**src/rtl/gpio_proto_pkg.sv**
```systemverilog
// rtl/gpio_proto_pkg.sv - GPIO convolution protocol bit map and host FSM encoding
package gpio_proto_pkg;

  // Bit positions inside the 32-bit gpio_o_data_tri_o word
  localparam int GPIO_RST      = 0;
  localparam int GPIO_KI       = 1;
  localparam int GPIO_VALID    = 2;
  localparam int GPIO_RSTM     = 3;
  localparam int GPIO_WEN      = 4;
  localparam int GPIO_ADDR_LSB = 8;

  // Host sequencer states
  typedef enum logic [2:0] {
    ST_IDLE   = 3'd0,
    ST_RST    = 3'd1,
    ST_LOAD_K = 3'd2,
    ST_RUN    = 3'd3,
    ST_READ   = 3'd4,
    ST_DRAIN  = 3'd5,
    ST_DONE   = 3'd6
  } host_state_e;

endpackage

```
**src/rtl/gpio_host_seq_if.sv**
```systemverilog
// rtl/gpio_host_seq_if.sv - GPIO word pair between host sequencer and conv/BRAM wrapper
interface gpio_host_seq_if #(
  parameter int GPIO_D = 32
);

  logic [GPIO_D-1:0] o_gpio;
  logic [GPIO_D-1:0] i_gpio;

  modport master (output o_gpio, input i_gpio);
  modport slave  (input o_gpio, output i_gpio);

endinterface

```
**src/rtl/gpio_host_seq_rd_pipe.sv**
```systemverilog
// rtl/gpio_host_seq_rd_pipe.sv - read-back valid/address delay line with result capture
module gpio_rd_pipe #(
  parameter int NB_ADDRESS = 10,
  parameter int RAM_WIDTH  = 13,
  parameter int READ_LAT   = 2
) (
  input  logic                  clk,
  input  logic                  i_clr,
  input  logic                  i_valid,
  input  logic [NB_ADDRESS-1:0] i_addr,
  input  logic [RAM_WIDTH-1:0]  i_data,
  output logic                  o_valid,
  output logic [NB_ADDRESS-1:0] o_addr,
  output logic [RAM_WIDTH-1:0]  o_data
);

  logic [READ_LAT-1:0]                 vld_d, vld_q;
  logic [READ_LAT-1:0][NB_ADDRESS-1:0] addr_d, addr_q;
  logic [RAM_WIDTH-1:0]                data_d, data_q;

  // Shift tags one stage per cycle; the data word is sampled on the edge that loads the last stage
  always_comb begin
    vld_d  = '0;
    addr_d = '0;
    data_d = '0;
    if (!i_clr) begin
      data_d    = data_q;
      vld_d[0]  = i_valid;
      addr_d[0] = i_addr;
      for (int k = 1; k < READ_LAT; k++) begin
        vld_d[k]  = vld_q[k-1];
        addr_d[k] = addr_q[k-1];
      end
      if (vld_d[READ_LAT-1]) begin
        data_d = i_data;
      end
    end
  end

  // Pipe registers; clearing is folded into the next-state logic above
  always_ff @(posedge clk) begin
    vld_q  <= vld_d;
    addr_q <= addr_d;
    data_q <= data_d;
  end

  assign o_valid = vld_q[READ_LAT-1];
  assign o_addr  = addr_q[READ_LAT-1];
  assign o_data  = data_q;

endmodule

```
**src/rtl/gpio_host_seq.sv**
```systemverilog
// rtl/gpio_host_seq.sv - host-side sequencer driving the GPIO convolution protocol
module gpio_host_seq
  import gpio_proto_pkg::*;
#(
  parameter int GPIO_D     = 32,
  parameter int NB_ADDRESS = 10,
  parameter int RAM_WIDTH  = 13,
  parameter int M_LEN      = 3,
  parameter int RST_CYC    = 4,
  parameter int READ_LAT   = 2
) (
  input  logic                  CLK100MHZ,
  input  logic                  i_reset_n,
  input  logic                  i_start,
  input  logic [NB_ADDRESS-1:0] i_run_len,
  input  logic [NB_ADDRESS-1:0] i_read_len,
  gpio_host_seq_if.master       gpio,
  output logic [RAM_WIDTH-1:0]  o_rd_data,
  output logic [NB_ADDRESS-1:0] o_rd_addr,
  output logic                  o_rd_valid,
  output logic                  o_busy,
  output logic                  o_done
);

  localparam logic [NB_ADDRESS-1:0] ONE      = NB_ADDRESS'(1);
  localparam logic [NB_ADDRESS-1:0] RST_LAST = NB_ADDRESS'(RST_CYC - 1);
  localparam logic [NB_ADDRESS-1:0] LDK_LAST = NB_ADDRESS'(M_LEN - 1);
  localparam logic [NB_ADDRESS-1:0] DRN_LAST = NB_ADDRESS'(READ_LAT - 1);

  host_state_e           state_d, state_q;
  logic [NB_ADDRESS-1:0] cnt_d, cnt_q;
  logic [NB_ADDRESS-1:0] addr_d, addr_q;
  logic [NB_ADDRESS-1:0] run_len_d, run_len_q;
  logic [NB_ADDRESS-1:0] read_len_d, read_len_q;
  logic [GPIO_D-1:0]     gpio_d, gpio_q;
  logic                  busy_d, busy_q;
  logic                  done_d, done_q;
  logic                  unused_gpio_hi;

  // State, counters and registered outputs; reset restores the idle GPIO word
  always_ff @(posedge CLK100MHZ) begin
    if (!i_reset_n) begin
      state_q    <= ST_IDLE;
      cnt_q      <= '0;
      addr_q     <= '0;
      run_len_q  <= '0;
      read_len_q <= '0;
      gpio_q     <= GPIO_D'(1);
      busy_q     <= 1'b0;
      done_q     <= 1'b0;
    end else begin
      state_q    <= state_d;
      cnt_q      <= cnt_d;
      addr_q     <= addr_d;
      run_len_q  <= run_len_d;
      read_len_q <= read_len_d;
      gpio_q     <= gpio_d;
      busy_q     <= busy_d;
      done_q     <= done_d;
    end
  end

  // Next state: phase lengths come from the shared cycle counter, READ walks the address counter
  always_comb begin
    state_d    = state_q;
    cnt_d      = cnt_q;
    addr_d     = addr_q;
    run_len_d  = run_len_q;
    read_len_d = read_len_q;
    unique case (state_q)
      ST_IDLE: begin
        if (i_start) begin
          state_d    = ST_RST;
          cnt_d      = '0;
          run_len_d  = i_run_len;
          read_len_d = i_read_len;
        end
      end
      ST_RST: begin
        if (cnt_q == RST_LAST) begin
          state_d = ST_LOAD_K;
          cnt_d   = '0;
        end else begin
          cnt_d = cnt_q + ONE;
        end
      end
      ST_LOAD_K: begin
        if (cnt_q == LDK_LAST) begin
          cnt_d  = '0;
          addr_d = '0;
          if (run_len_q != '0)       state_d = ST_RUN;
          else if (read_len_q != '0) state_d = ST_READ;
          else                       state_d = ST_DONE;
        end else begin
          cnt_d = cnt_q + ONE;
        end
      end
      ST_RUN: begin
        if (cnt_q == run_len_q - ONE) begin
          cnt_d   = '0;
          addr_d  = '0;
          state_d = (read_len_q != '0) ? ST_READ : ST_DONE;
        end else begin
          cnt_d = cnt_q + ONE;
        end
      end
      ST_READ: begin
        if (addr_q == read_len_q - ONE) begin
          state_d = ST_DRAIN;
          cnt_d   = '0;
        end else begin
          addr_d = addr_q + ONE;
        end
      end
      ST_DRAIN: begin
        if (cnt_q == DRN_LAST) begin
          state_d = ST_DONE;
        end else begin
          cnt_d = cnt_q + ONE;
        end
      end
      ST_DONE: state_d = ST_IDLE;
      default: state_d = ST_IDLE;
    endcase
  end

  // GPIO word and status for the state being entered, so every output is a flop
  always_comb begin
    gpio_d = '0;
    busy_d = (state_d != ST_IDLE);
    done_d = (state_d == ST_DONE);
    unique case (state_d)
      ST_IDLE, ST_RST, ST_DONE: gpio_d[GPIO_RST] = 1'b1;
      ST_LOAD_K: gpio_d[GPIO_VALID] = 1'b1;
      ST_RUN: begin
        gpio_d[GPIO_KI]    = 1'b1;
        gpio_d[GPIO_VALID] = 1'b1;
        gpio_d[GPIO_RSTM]  = 1'b1;
        gpio_d[GPIO_WEN]   = 1'b1;
      end
      ST_READ, ST_DRAIN: begin
        gpio_d[GPIO_KI]                          = 1'b1;
        gpio_d[GPIO_ADDR_LSB +: NB_ADDRESS]      = addr_d;
      end
      default: gpio_d[GPIO_RST] = 1'b1;
    endcase
  end

  // An address is in flight for every cycle the READ address sits on the GPIO word
  gpio_rd_pipe #(
    .NB_ADDRESS (NB_ADDRESS),
    .RAM_WIDTH  (RAM_WIDTH),
    .READ_LAT   (READ_LAT)
  ) u_rd_pipe (
    .clk     (CLK100MHZ),
    .i_clr   (!i_reset_n),
    .i_valid (state_q == ST_READ),
    .i_addr  (addr_q),
    .i_data  (gpio.i_gpio[RAM_WIDTH-1:0]),
    .o_valid (o_rd_valid),
    .o_addr  (o_rd_addr),
    .o_data  (o_rd_data)
  );

  assign unused_gpio_hi = ^gpio.i_gpio[GPIO_D-1:RAM_WIDTH];
  assign gpio.o_gpio    = gpio_q;
  assign o_busy         = busy_q;
  assign o_done         = done_q;

endmodule

```
**src/flat_wrapper.sv**
```systemverilog
// flat-port wrapper written by rule: the top's interface ports become plain ports
module gpio_host_seq_flat import gpio_proto_pkg::*;
#(
  parameter int GPIO_D     = 32,
  parameter int NB_ADDRESS = 10,
  parameter int RAM_WIDTH  = 13,
  parameter int M_LEN      = 3,
  parameter int RST_CYC    = 4,
  parameter int READ_LAT   = 2
)
  (CLK100MHZ, i_reset_n, i_start, i_run_len, i_read_len, o_rd_data, o_rd_addr, o_rd_valid, o_busy, o_done, gpio_o_gpio, gpio_i_gpio);
  gpio_host_seq_if #(.GPIO_D(GPIO_D)) gpio_i ();
  input  logic CLK100MHZ;
  input  logic i_reset_n;
  input  logic i_start;
  input  logic [NB_ADDRESS-1:0] i_run_len;
  input  logic [NB_ADDRESS-1:0] i_read_len;
  output logic [RAM_WIDTH-1:0] o_rd_data;
  output logic [NB_ADDRESS-1:0] o_rd_addr;
  output logic o_rd_valid;
  output logic o_busy;
  output logic o_done;
  output wire logic [$bits(gpio_i.o_gpio)-1:0] gpio_o_gpio;
  input wire logic [$bits(gpio_i.i_gpio)-1:0] gpio_i_gpio;
  assign gpio_o_gpio = gpio_i.o_gpio;
  assign gpio_i.i_gpio = gpio_i_gpio;
  gpio_host_seq #(.GPIO_D(GPIO_D), .NB_ADDRESS(NB_ADDRESS), .RAM_WIDTH(RAM_WIDTH), .M_LEN(M_LEN), .RST_CYC(RST_CYC), .READ_LAT(READ_LAT)) u_core (.CLK100MHZ(CLK100MHZ), .i_reset_n(i_reset_n), .i_start(i_start), .i_run_len(i_run_len), .i_read_len(i_read_len), .gpio(gpio_i), .o_rd_data(o_rd_data), .o_rd_addr(o_rd_addr), .o_rd_valid(o_rd_valid), .o_busy(o_busy), .o_done(o_done));
endmodule
```
**config.mk**
```make
export PLATFORM = sky130hd
export DESIGN_NAME = gpio_host_seq_flat
export DESIGN_NICKNAME = d
export VERILOG_FILES = /design/src/rtl/gpio_proto_pkg.sv /design/src/rtl/gpio_host_seq_if.sv /design/src/rtl/gpio_host_seq_rd_pipe.sv /design/src/rtl/gpio_host_seq.sv /design/src/flat_wrapper.sv
export SDC_FILE = /design/constraint.sdc
export NUM_CORES = 1
export LEC_CHECK = 0
export CAP_MARGIN = 0
export CORE_MARGIN = 2
export CORE_UTILIZATION = 55
export CTS_BUF_LIST = sky130_fd_sc_hd__clkbuf_4
export CTS_CLUSTER_DIAMETER = 30
export CTS_CLUSTER_SIZE = 20
export DETAILED_ROUTE_END_ITERATION = 10
export DONT_BUFFER_PORTS = 1
export PLACE_DENSITY = 0.74
export SKIP_CTS_REPAIR_TIMING = 1
export SLEW_MARGIN = 10
export SYNTH_ARGS = -nofsm -noshare
export SYNTH_HDL_FRONTEND = slang
export SYNTH_HIERARCHICAL = 1
export SYNTH_SLANG_ARGS = --single-unit
```
**constraint.sdc**
```tcl
create_clock -name CLK100MHZ -period 7.3 [get_ports CLK100MHZ]
set_clock_uncertainty 0.1 [all_clocks]
set_input_delay 1.825 -clock CLK100MHZ [delete_from_list [all_inputs] [get_ports CLK100MHZ]]
set_output_delay 1.825 -clock CLK100MHZ [all_outputs]
set_load 0.005 [all_outputs]
```
Word level (Yosys, flattened, before mapping):

Cells that the tools add are included.

* register bits: 112
* bits in latches: 0
* bits in writable memories: 0
* ROM bits: 0
* input bits: 55
* logic and storage cells: 72
* memories kept: 0

* $add $sub $neg: 4
* $mul: 0
* divide/modulo/power cells: 0
* $lt $le $gt $ge: 0
* equality and inequality tests: 18
* shifts and indexed selects: 0
* mux-type cells: 24
* bitwise logic cells: 0
* reductions and logical operators: 12

Operator list (count)
* 10-bit two-way mux: 9
* 10-bit case mux with 6 select lines: 1
* 10-bit case mux with 3 select lines: 1
* 3-bit two-way mux: 7
* 10-bit by 1-bit adder with 10-bit output, second input constant: 2
* 10-bit equality test: 2
* 10-bit by 2-bit equality test with 1-bit output, second input constant: 2
* 10-bit nonzero test: 2
* 10-bit by 1-bit subtractor with 10-bit output, second input constant: 2
* 3-bit case mux with 6 select lines: 1
* 3-bit equality test, second input constant: 5
* 3-bit by 2-bit equality test with 1-bit output, second input constant: 4
* 10-bit by 1-bit equality test with 1-bit output, second input constant: 1
* 6-bit nonzero test: 1
* 2-bit two-way mux: 2
* 2-bit != test, second input constant: 2
* 2-bit AND reduction: 2
* 4-bit AND reduction: 1
* 2-bit OR reduction: 2
* 4-bit OR reduction: 1
* 3-bit by 1-bit equality test with 1-bit output, second input constant: 1
* 3-bit zero test: 1
* 1-bit two-way mux: 3
* 3-bit nonzero test: 1
* 2 further kinds: 2

Depth between registers and ports, before layout:

Gate-level depths: netlist of run 1.

* depth after elaboration: 8
* mapped depth: 14

By module:

The synthesis of run 1 kept the hierarchy.

By module, submodules not included
* gpio_host_seq: times used 1, cells an instance 442, area an instance 3530.9 sq um, seq. area each 1181.1 sq um
* gpio_rd_pipe: times used 1, cells an instance 98, area an instance 1138.6 sq um, seq. area each 700.7 sq um

Worst setup path after synthesis of run 1:

Ideal clock, no wire load.

* path kind: input -> register
* start point: in i_reset_n
* end point: reg u_core.u_rd_pipe.data_q[10], in the netlist u_core/u_rd_pipe/o_data[10]
* setup time: 0.117 ns
* arrival time: 2.936 ns
* data required time: 7.083 ns
* slack: 4.147 ns
* cell stages on the path: 5
* path buffers: 3
* path through: clkinv_1 -> buf_1 -> clkbuf_1 -> buf_2 -> nor2_1

RTL lines
* start, declared: line flat_wrapper.sv:14 `input logic i_reset_n;`
* end signal, assigned: line gpio_host_seq_rd_pipe.sv:44 `data_q <= data_d;`
* end, declared: line gpio_host_seq_rd_pipe.sv:19 `logic [RAM_WIDTH-1:0] data_d, data_q;`

No word-level cell between the ends.

Worst setup path in the final report of run 1:

* start point: reg u_core.run_len_q[0]
* end point: reg u_core.gpio_q[17], in the netlist u_core/gpio.o_gpio[17]

* cells in the longest elaborated chain, start to end: 7
* elaborated cells on any way between the ends: 13

RTL lines
* start, declared: line gpio_host_seq.sv:33 `logic [NB_ADDRESS-1:0] run_len_d, run_len_q;`
* start signal, assigned: line gpio_host_seq.sv:55 `run_len_q <= run_len_d;`
* 10-bit by 1-bit subtractor with 10-bit output / 10-bit nonzero test (equally long branches): line gpio_host_seq.sv:99, gpio_host_seq.sv:91
* 10-bit equality test / 3-bit two-way mux (equally long branches): line gpio_host_seq.sv:99, gpio_host_seq.sv:91
* 3-bit two-way mux (on tied branches): line gpio_host_seq.sv:99, gpio_host_seq.sv:88
* 3-bit case mux with 6 select lines (*): line gpio_host_seq.sv:70 `unique case (state_q)`
* via u_core.state_d[2]: line gpio_host_seq.sv:30 `host_state_e state_d, state_q;`
* 3-bit equality test: line gpio_host_seq.sv:132 `unique case (state_d)`
* 2-bit OR reduction (*): line gpio_host_seq.sv:132
* 2-bit AND reduction (no line) (*)
* end signal, assigned: line gpio_host_seq.sv:57 `gpio_q <= gpio_d;`
* end, declared: line gpio_host_seq.sv:35 `logic [GPIO_D-1:0] gpio_d, gpio_q;`

Mark *: on every way through the listed nets, which the timed path passes. The rest lies on a longest branch.
A chain may end at the register's enable or synchronous reset.

==> results of run 1 <==
-- cells in the final DEF, fill, tap and decap left out, drive strengths merged, types with 10 or more instances in the layout --
cell and count:
mux2i 15, nor2 34, a21oi 29, xnor2 18, nand2 66, a21o 11, dfxtp 94, nand3 11
inv 23, conb 17, nand4 13, nor3 13, xor2 10, nor2b 28
-- routing by layer --
layer,global-route usage,vias to the layer above,share of wire
met1,0.257,1644,0.46
met3,0.0478,14,0.071
li1,-,1789,-
met5,0,-,0
met4,0.0595,0,0.011
met2,0.325,143,0.46
-- cells by family after synthesis --
logic type | after synthesis | synth area share
flip-flops | 94 | 0.403
buffers and inverters | 73 | 0.0892
other | 1 | 0.000803
AO/OA/AOI/OAI | 107 | 0.164
AND/OR/NAND/NOR | 213 | 0.234
XOR/XNOR | 28 | 0.0525
adder cells (fa/ha/maj) | 8 | 0.0214
multiplexers | 16 | 0.0346
-- power groups by stage --
stage	registers [uW]	logic [uW]	clock network [uW]
after floorplan	541	94.2	0
after global placement	546	95.7	0
after detailed placement	547	99.1	0
after CTS	536	99.6	285
after global routing	538	113	306
final	536	99.7	273
-- metrics by stage --
| step | cell area (um^2) | hold slack [ps] | cells |
|---|---|---|---|
| after detailed placement | 4530 | 320 | 610 |
| final | 4680 | 348 | 626 |
| after floorplan | 4730 | 314 | 556 |
| after global routing | 4680 | 359 | 626 |
| after global placement | 4530 | 320 | 610 |
| after CTS | 4680 | 356 | 626 |
-- flip-flops by register name, summed over array words and instances, names as in the netlist --
register / count
u_core/run_len_q: 10
u_core/o_done: 1
u_core/o_busy: 1
u_core/u_rd_pipe/o_addr: 10
u_core/u_rd_pipe/o_data: 13
u_core/gpio.o_gpio: 14
u_core/cnt_q: 10
u_core/read_len_q: 10
u_core/u_rd_pipe/addr_q: 10
u_core/addr_q: 10
u_core/u_rd_pipe/vld_q: 2
u_core/state_q: 3
-- path summary, 6_finish.rpt --
check,from,to,slack [ps],cells after the start
setup / recovery,u_core/run_len_q[0],u_core/gpio.o_gpio[17],3640,13
hold / removal,u_core/u_rd_pipe/addr_q[0],u_core/u_rd_pipe/o_addr[0],350,1
setup reg to reg,u_core/run_len_q[0],u_core/gpio.o_gpio[17],3640,13
hold reg to reg,u_core/u_rd_pipe/addr_q[0],u_core/u_rd_pipe/o_addr[0],350,1
-- area by class of cell --
cell class | instances | area (um^2)
fillers | 757 | 3540
flip-flops and latches | 94 | 1880
clock inverters | 7 | 77.6
repair buffers | 1 | 7.51
inverters | 21 | 78.8
multi-input cells | 389 | 2430
well taps | 105 | 131
clock buffers | 9 | 67.6
-- critical path: stages, from the launching register on --
cell     delay [ps]
dfxtp_1         430
inv_1            90
ha_1            320
nor3b_1         430
mux2_2          380
mux2i_1         120
a32o_1          200
nand4_1         140
o21ai_1         350
ha_1            320
nand2_1         210
nor2_1          240
and3_1          190
a211o_1          90
==> metrics, run 1 <==
Synth Cell Area 4670 um^2; final period utilization 0.502; PD cells 194 nW/um^2; dpl hpwl 6.58 mm; Slew HR 0.342; Nets 579; Inserted Clock Buffers 9; Crit. End Element register; grt ovf 0; status complete, no violations; Root Driver clkbuf_4; CP startpoint kind register; CORE AREA 8220 um^2; Top FF cell, synth dfxtp_1; top cell type's share of synthesized area 0.403; Slew Viols, Final 0; register area share after synthesis 0.403; WL final 9.01 mm; Die W 96.1 um; # setup viols final 0; Req. time, crit path 7600 ps; Ant. Diodes 0; Die Area 9240 um^2; Starting Density 0.568; Internal Power 645 uW; Row Count 33; count of cell types in the netlist 72; Routed Antenna Nets 0; layout cell share with drive strength beyond 1 0.0710; DRC 0; vias in the first global route 3207; largest net degree at the start of global routing 63; peak supply drop 0.000106 V; EDFF count, synth 0; First-pass DRT Iterations 5; pre-CTS WS 3700 ps; max cap viols 0; Max clock buf depth 2; Comb pwr share 0.110; Port Buffers 0; clk slew on worst S/H paths 160 ps; Num Clock Sinks 94; CTS tree done; syn_area_per_cell 8.65 um^2; ys async rst share 0; Fin. Hold Viols 0; Synth area leader dfxtp_1; Worst Max-Slew Pin Slew 984 ps; minimum clock period 3660 ps; worst skew pair latency 440 ps; Worst Setup Slack, final 3640 ps; Sequential Power Share 0.590; Via density 5.73; clock share of power 0.301; Area growth syn-to-layout 0.134%; TNS Setup 0 ps; DR iter-0 viols 195; # IOs 113; Routed WL per cell 14.4 um; LEAKAGE 0.00185 uW; routed vias 3590; initial antenna violation count 0; most frequent cells after synthesis 94 x dfxtp_1, 65 x nand2_1, 33 x nor2_1; worst hold path type register to register; final core utilization 0.569; chip height 96.1 um; maximum fanout along the worst path 8; Sw Pwr 264 uW; RSZ-0062 raised after global routing no; worst setup path category register to register; total power 909 uW; first-pass GRT wire length 14.5 mm; #FFs+latches synth 94; Syn Inst Count 540; global placer's final weighted congestion 0.874; H-Tree Depth 3; Ys Warns 6; most frequent cell after synthesis dfxtp_1; gr usage total 0.198; Net Sw Frac 0.291; top post-synthesis cells by area dfxtp_1 40%, nand2_1 5.2%, buf_4 4.5%; Max Fclk 273 MHz; CP arrival 3970 ps
Note: power is estimated with default switching activity, not from simulation.
==> run 2: changes to the inputs <==
Clock period 7.3 ns to 3.5 ns, I/O delays scaled along.
==> metrics, run 2 (synthesis results as in run 1) <==
pre-CTS WS 213 ps (-3490 ps); Die W 96.1 um (unchanged); grt ovf 0 (unchanged); PD cells 414 nW/um^2 (+110%); Max Fclk 306 MHz (+12%); gr usage total 0.204 (+0.00628); design area 4730 um^2 (+1.2%); WL final 9.15 mm (+1.5%); status complete, no violations; final period utilization 0.935 (+0.433); dpl hpwl 6.70 mm (+1.9%); peak supply drop 0.000200 V (+88%); Routed WL per cell 14.5 um (+0.72%); DR iter-0 viols 257 (+32%); Worst Max-Slew Pin Slew 705 ps (-278 ps); Filler cells 771 (+1.8%); first-pass GRT wire length 14.9 mm (+3.0%); Inserted Clock Buffers 9 (unchanged); Reg2Reg Depth 11 (-2); DRC 0 (unchanged); LEAKAGE 0.00188 uW (+1.4%); CORE AREA 8220 um^2 (unchanged); Met3 Wirelength 667 um (+3.6%); initial antenna violation count 0 (unchanged); total power 1960 uW (+120%); global placer's final weighted congestion 0.903 (+3.3%); Slew Viols, Final 0 (unchanged); Routed Antenna Nets 0 (unchanged); Num Clock Sinks 94 (unchanged); highest routed metal layer met4; Starting Density 0.568 (unchanged); layout cell share with drive strength beyond 1 0.0837 (+0.0126); Fin. Hold Viols 0 (unchanged); Req. time, crit path 3780 ps (-3820 ps); TNS Setup 0 ps (unchanged); max cap viols 0 (unchanged); worst setup path category register to register; Ant. Diodes 0 (unchanged); worst skew pair latency 440 ps (about the same); First-pass DRT Iterations 4 (-1); final core utilization 0.576 (+0.00670); Root Driver clkbuf_4; CP startpoint kind register; CP arrival 3550 ps (-420 ps); most frequent cells in the layout 94 x dfxtp_1, 64 x nand2_1, 32 x nor2_1, 28 x nor2b_1, 28 x a21oi_1; largest net degree at the start of global routing 39 (-38%); routed vias 3549 (-1.1%); Crit. End Element register; Multi-input gate area 2440 um^2 (+0.21%); Die Area 9240 um^2 (unchanged); RSZ-0062 raised after global routing no; Register Area 1880 um^2 (unchanged); Max clock buf depth 2 (unchanged); worst hold path type register to register; vias in the first global route 3173 (-1.1%); # IOs 113 (unchanged); Slew HR 0.529 (+0.188); Metal-1 WL 4.14 mm (+0.83%); Area growth syn-to-layout 1.31%; maximum fanout along the worst path 7 (-1); max reg flops 14 (unchanged); Port Buffers 0 (unchanged); Row Count 33 (unchanged); chip height 96.1 um (unchanged); Via density 5.62 (-1.9%); Placed Area 4570 um^2 (+0.83%); commonest non-fill, non-tap cell in the layout dfxtp_1; Nets 584 (+0.86%); # setup viols final 0 (unchanged); H-Tree Depth 3 (unchanged); clk slew on worst S/H paths 170 ps (about the same); Hold Path Stages 1 (unchanged); minimum clock period 3270 ps (-392 ps); metal2 WL 4.23 mm (+1.9%); CTS tree done; Worst Setup Slack, final 228 ps (-3410 ps)
run 2: metrics by stage:
stage,cells,hold slack (ps)
2_1_floorplan,556,314
6_report,631,351
3_3_place_gp,615,321
4_1_cts,631,356
5_1_grt,631,362
3_5_place_dp,615,322
run 2: path summary, 6_finish.rpt:
| kind | from | end | slack, ps |
|---|---|---|---|
| setup reg to reg | u_core/run_len_q[0] | u_core/gpio.o_gpio[16] | 230 |
| hold / removal | u_core/u_rd_pipe/addr_q[1] | u_core/u_rd_pipe/o_addr[1] | 350 |
| hold reg to reg | u_core/u_rd_pipe/addr_q[1] | u_core/u_rd_pipe/o_addr[1] | 350 |
| setup / recovery | u_core/run_len_q[0] | u_core/gpio.o_gpio[16] | 230 |
run 2: layer usage:
layer	vias to the layer above	global-route usage
met4	0	0.0738
met2	126	0.320
li1	1805	-
met5	-	0
met1	1608	0.273
met3	10	0.0478
run 2: critical path, cell delays in order (launching register included):
cell,delay (ps)
dfxtp_1,480
inv_1,80
ha_1,210
buf_4,160
or4_1,520
o221ai_1,310
a41o_1,290
o211a_1,180
ha_1,250
nand2_1,180
or3_1,380
o21ai_0,80
run 2: final cells by class:
cell class                 count  area share
clock buffer                   9      0.0143
sequential                    94       0.398
inverter                      21      0.0167
tap                          105      0.0278
multi-input combinational    389       0.515
clock inverter                 7      0.0190
timing repair buffer           6     0.00952
run 2: where the power goes:
part / leakage [uW] / internal [uW] / switching, uW
logic: 0.00104 / 88.4 / 122
clock network: 0.0000778 / 234 / 396
registers: 0.000761 / 1090 / 27.9
total: 0.00188 / 1410 / 546
==> edit (flow settings as in run 2) <==
`addr_q` no longer has a reset.
--- a/src/rtl/gpio_host_seq.sv
+++ b/src/rtl/gpio_host_seq.sv
@@ -42,7 +42,6 @@
     if (!i_reset_n) begin
       state_q    <= ST_IDLE;
       cnt_q      <= '0;
-      addr_q     <= '0;
       run_len_q  <= '0;
       read_len_q <= '0;
       gpio_q     <= GPIO_D'(1);
@@ -51,13 +50,16 @@
     end else begin
       state_q    <= state_d;
       cnt_q      <= cnt_d;
-      addr_q     <= addr_d;
       run_len_q  <= run_len_d;
       read_len_q <= read_len_d;
       gpio_q     <= gpio_d;
       busy_q     <= busy_d;
       done_q     <= done_d;
     end
+  end
+
+  always_ff @(posedge CLK100MHZ) begin
+    addr_q <= addr_d;
   end
 
   // Next state: phase lengths come from the shared cycle counter, READ walks the address counter
Function: same outputs for any inputs over 10 cycles, from zero or initial values and one cycle with i_reset_n low; that may be too few to reach the edited logic, so the function may still have changed.
==> edit against run 2 <==
  * Power down 1.0%
  * Sequential cell count is the same
  * Sequential share of layout area up 0.91 points
  * Cell area down 2.2%
  * Die area decreased by 0.92%
  * Wire length shrank 4.2%
  * Non-clock buffer count fell by 3
  * Area after synthesis fell by 0.96%
  * Utilization is 1.0 points lower
  * Combinational power rose by 4%
  * Maximum frequency increased by 3.4%
  * Worst setup slack better by 0.11 ns
==> edit: results (changes against run 2) <==
[finish]
multi_input_area_um2=2404  ; -1.3%
signal_buffers=3  ; -3
num-nonclk-inverters=13  ; -38%
layout-drive-gt1-share=0.09091  ; +0.007259
layout.nonclk_buf_frac=0.004870  ; -0.004651
largest_register_ffs=14  ; unchanged
clock_cell_area_share=0.02949  ; -0.003833
multi_input_cells=380  ; -2.3%
diodes=0  ; unchanged
clkbuf_count=10  ; +1
final_net_count=562  ; -3.8%
fill_cells=767  ; -0.52%
regArea_um2=1882  ; unchanged

[logic_synthesis]
synth_cell_type_count=74  ; +2.8%
yosys-top-cells-count=dfxtp_1, nand2_1, nor2_1, a21oi_1, buf_4
synth-seq-area-share=0.4069  ; +0.003925
synth.area.top_cells=dfxtp_1, nand2_1, buf_4
synth_xor_area_frac=0.05682  ; +0.004299
async_flop_share=0  ; unchanged
synth_compound_area_frac=0.1488  ; -0.01518
synthAdderAreaFrac=0.01623  ; -0.005202
synthMuxAreaShare=0.03030  ; -0.004263

[timing]
setup_tns_ns=0  ; unchanged
worst_slew_pin_slew_ns=0.7394  ; +0.03417 ns

[route]
wl_mm=8.761  ; -4.2%
drtIter0Drc=174  ; -32%
drt-vias-per-instance=5.525  ; -1.8%
firstDrtPassIters=4  ; unchanged

[place]
dpl.hpwl_mm=6.372  ; -4.9%
dpl_cell_area_um2=4488  ; -1.8%
gp_congestion=0.8592  ; -4.8%

[clocking]
clk_latency_ns=0.45
cts_buffers=9  ; unchanged
h-tree-depth=3  ; unchanged
clockBufferDepth=2  ; unchanged
clk_pin_slew_ns=0.14  ; -0.03 ns

[floorplanning]
coreArea_um2=8175  ; -0.50%

[hold_path]
hold_end=u_core/u_rd_pipe/o_addr[9]$_SDFF_PP0_
hold_start=u_core/u_rd_pipe/addr_q[9]$_SDFF_PP0_
worst_hold_path_type=reg -> reg

[worst_setup_path]
reg2reg_slack_ns=0.34  ; +0.11 ns
reg2reg_depth=10  ; -1
worstReg2RegEnd=u_core/gpio.o_gpio[13]$_SDFF_PN0_
worstPathMaxFanout=12  ; +5
startpoint=u_core/run_len_q[0]$_SDFFE_PN0P_

[power]
p_leak_nw=1.697  ; -9.6%
pg_seq_w=0.00114
peakVddDrop_uv=234.6  ; +17%
swShare=0.2699  ; -0.009256
powerClk_w=0.000578  ; -8.3%

[grt]
grt_max_degree=32  ; -18%
grt_use_total=0.2025  ; -0.001498
grt_pass1_wl_mm=14.37  ; -3.9%
grt_pass1_vias=3076  ; -3.1%

[status]
status=complete, no violations

==> edit: layer usage <==
metal / global-route usage / share of wire
met5: 0 / 0
met4: 0.07500 / 0.016
met1: 0.2532 / 0.45
met3: 0.05247 / 0.052
met2: 0.3362 / 0.48
==> edit: metrics by stage <==
step / total power, W / hold slack [ns] / cells / setup slack (ns) / utilization
detailed placement: 0.001381 / 0.3212 / 595 / 0.3598 / 0.5490
CTS: 0.001960 / 0.3430 / 611 / 0.3191 / 0.5657
finish: 0.001937 / 0.3346 / 611 / 0.3368 / 0.5657
floorplan: 0.001356 / 0.3138 / 541 / 0.7603 / -
global placement: 0.001371 / 0.3183 / 595 / 0.4372 / 0.5490
global route: 0.002036 / 0.3621 / 611 / 0.1575 / 0.5657
==> edit: critical path, stage by stage, from the launching register on <==
cell	delay, ns
dfxtp_1	0.39
inv_1	0.08
ha_1	0.21
or3b_4	0.43
or3_4	0.39
a211oi_2	0.22
and4_4	0.26
a31oi_4	0.11
a21oi_2	0.25
nand3_2	0.30
a311oi_1	0.34
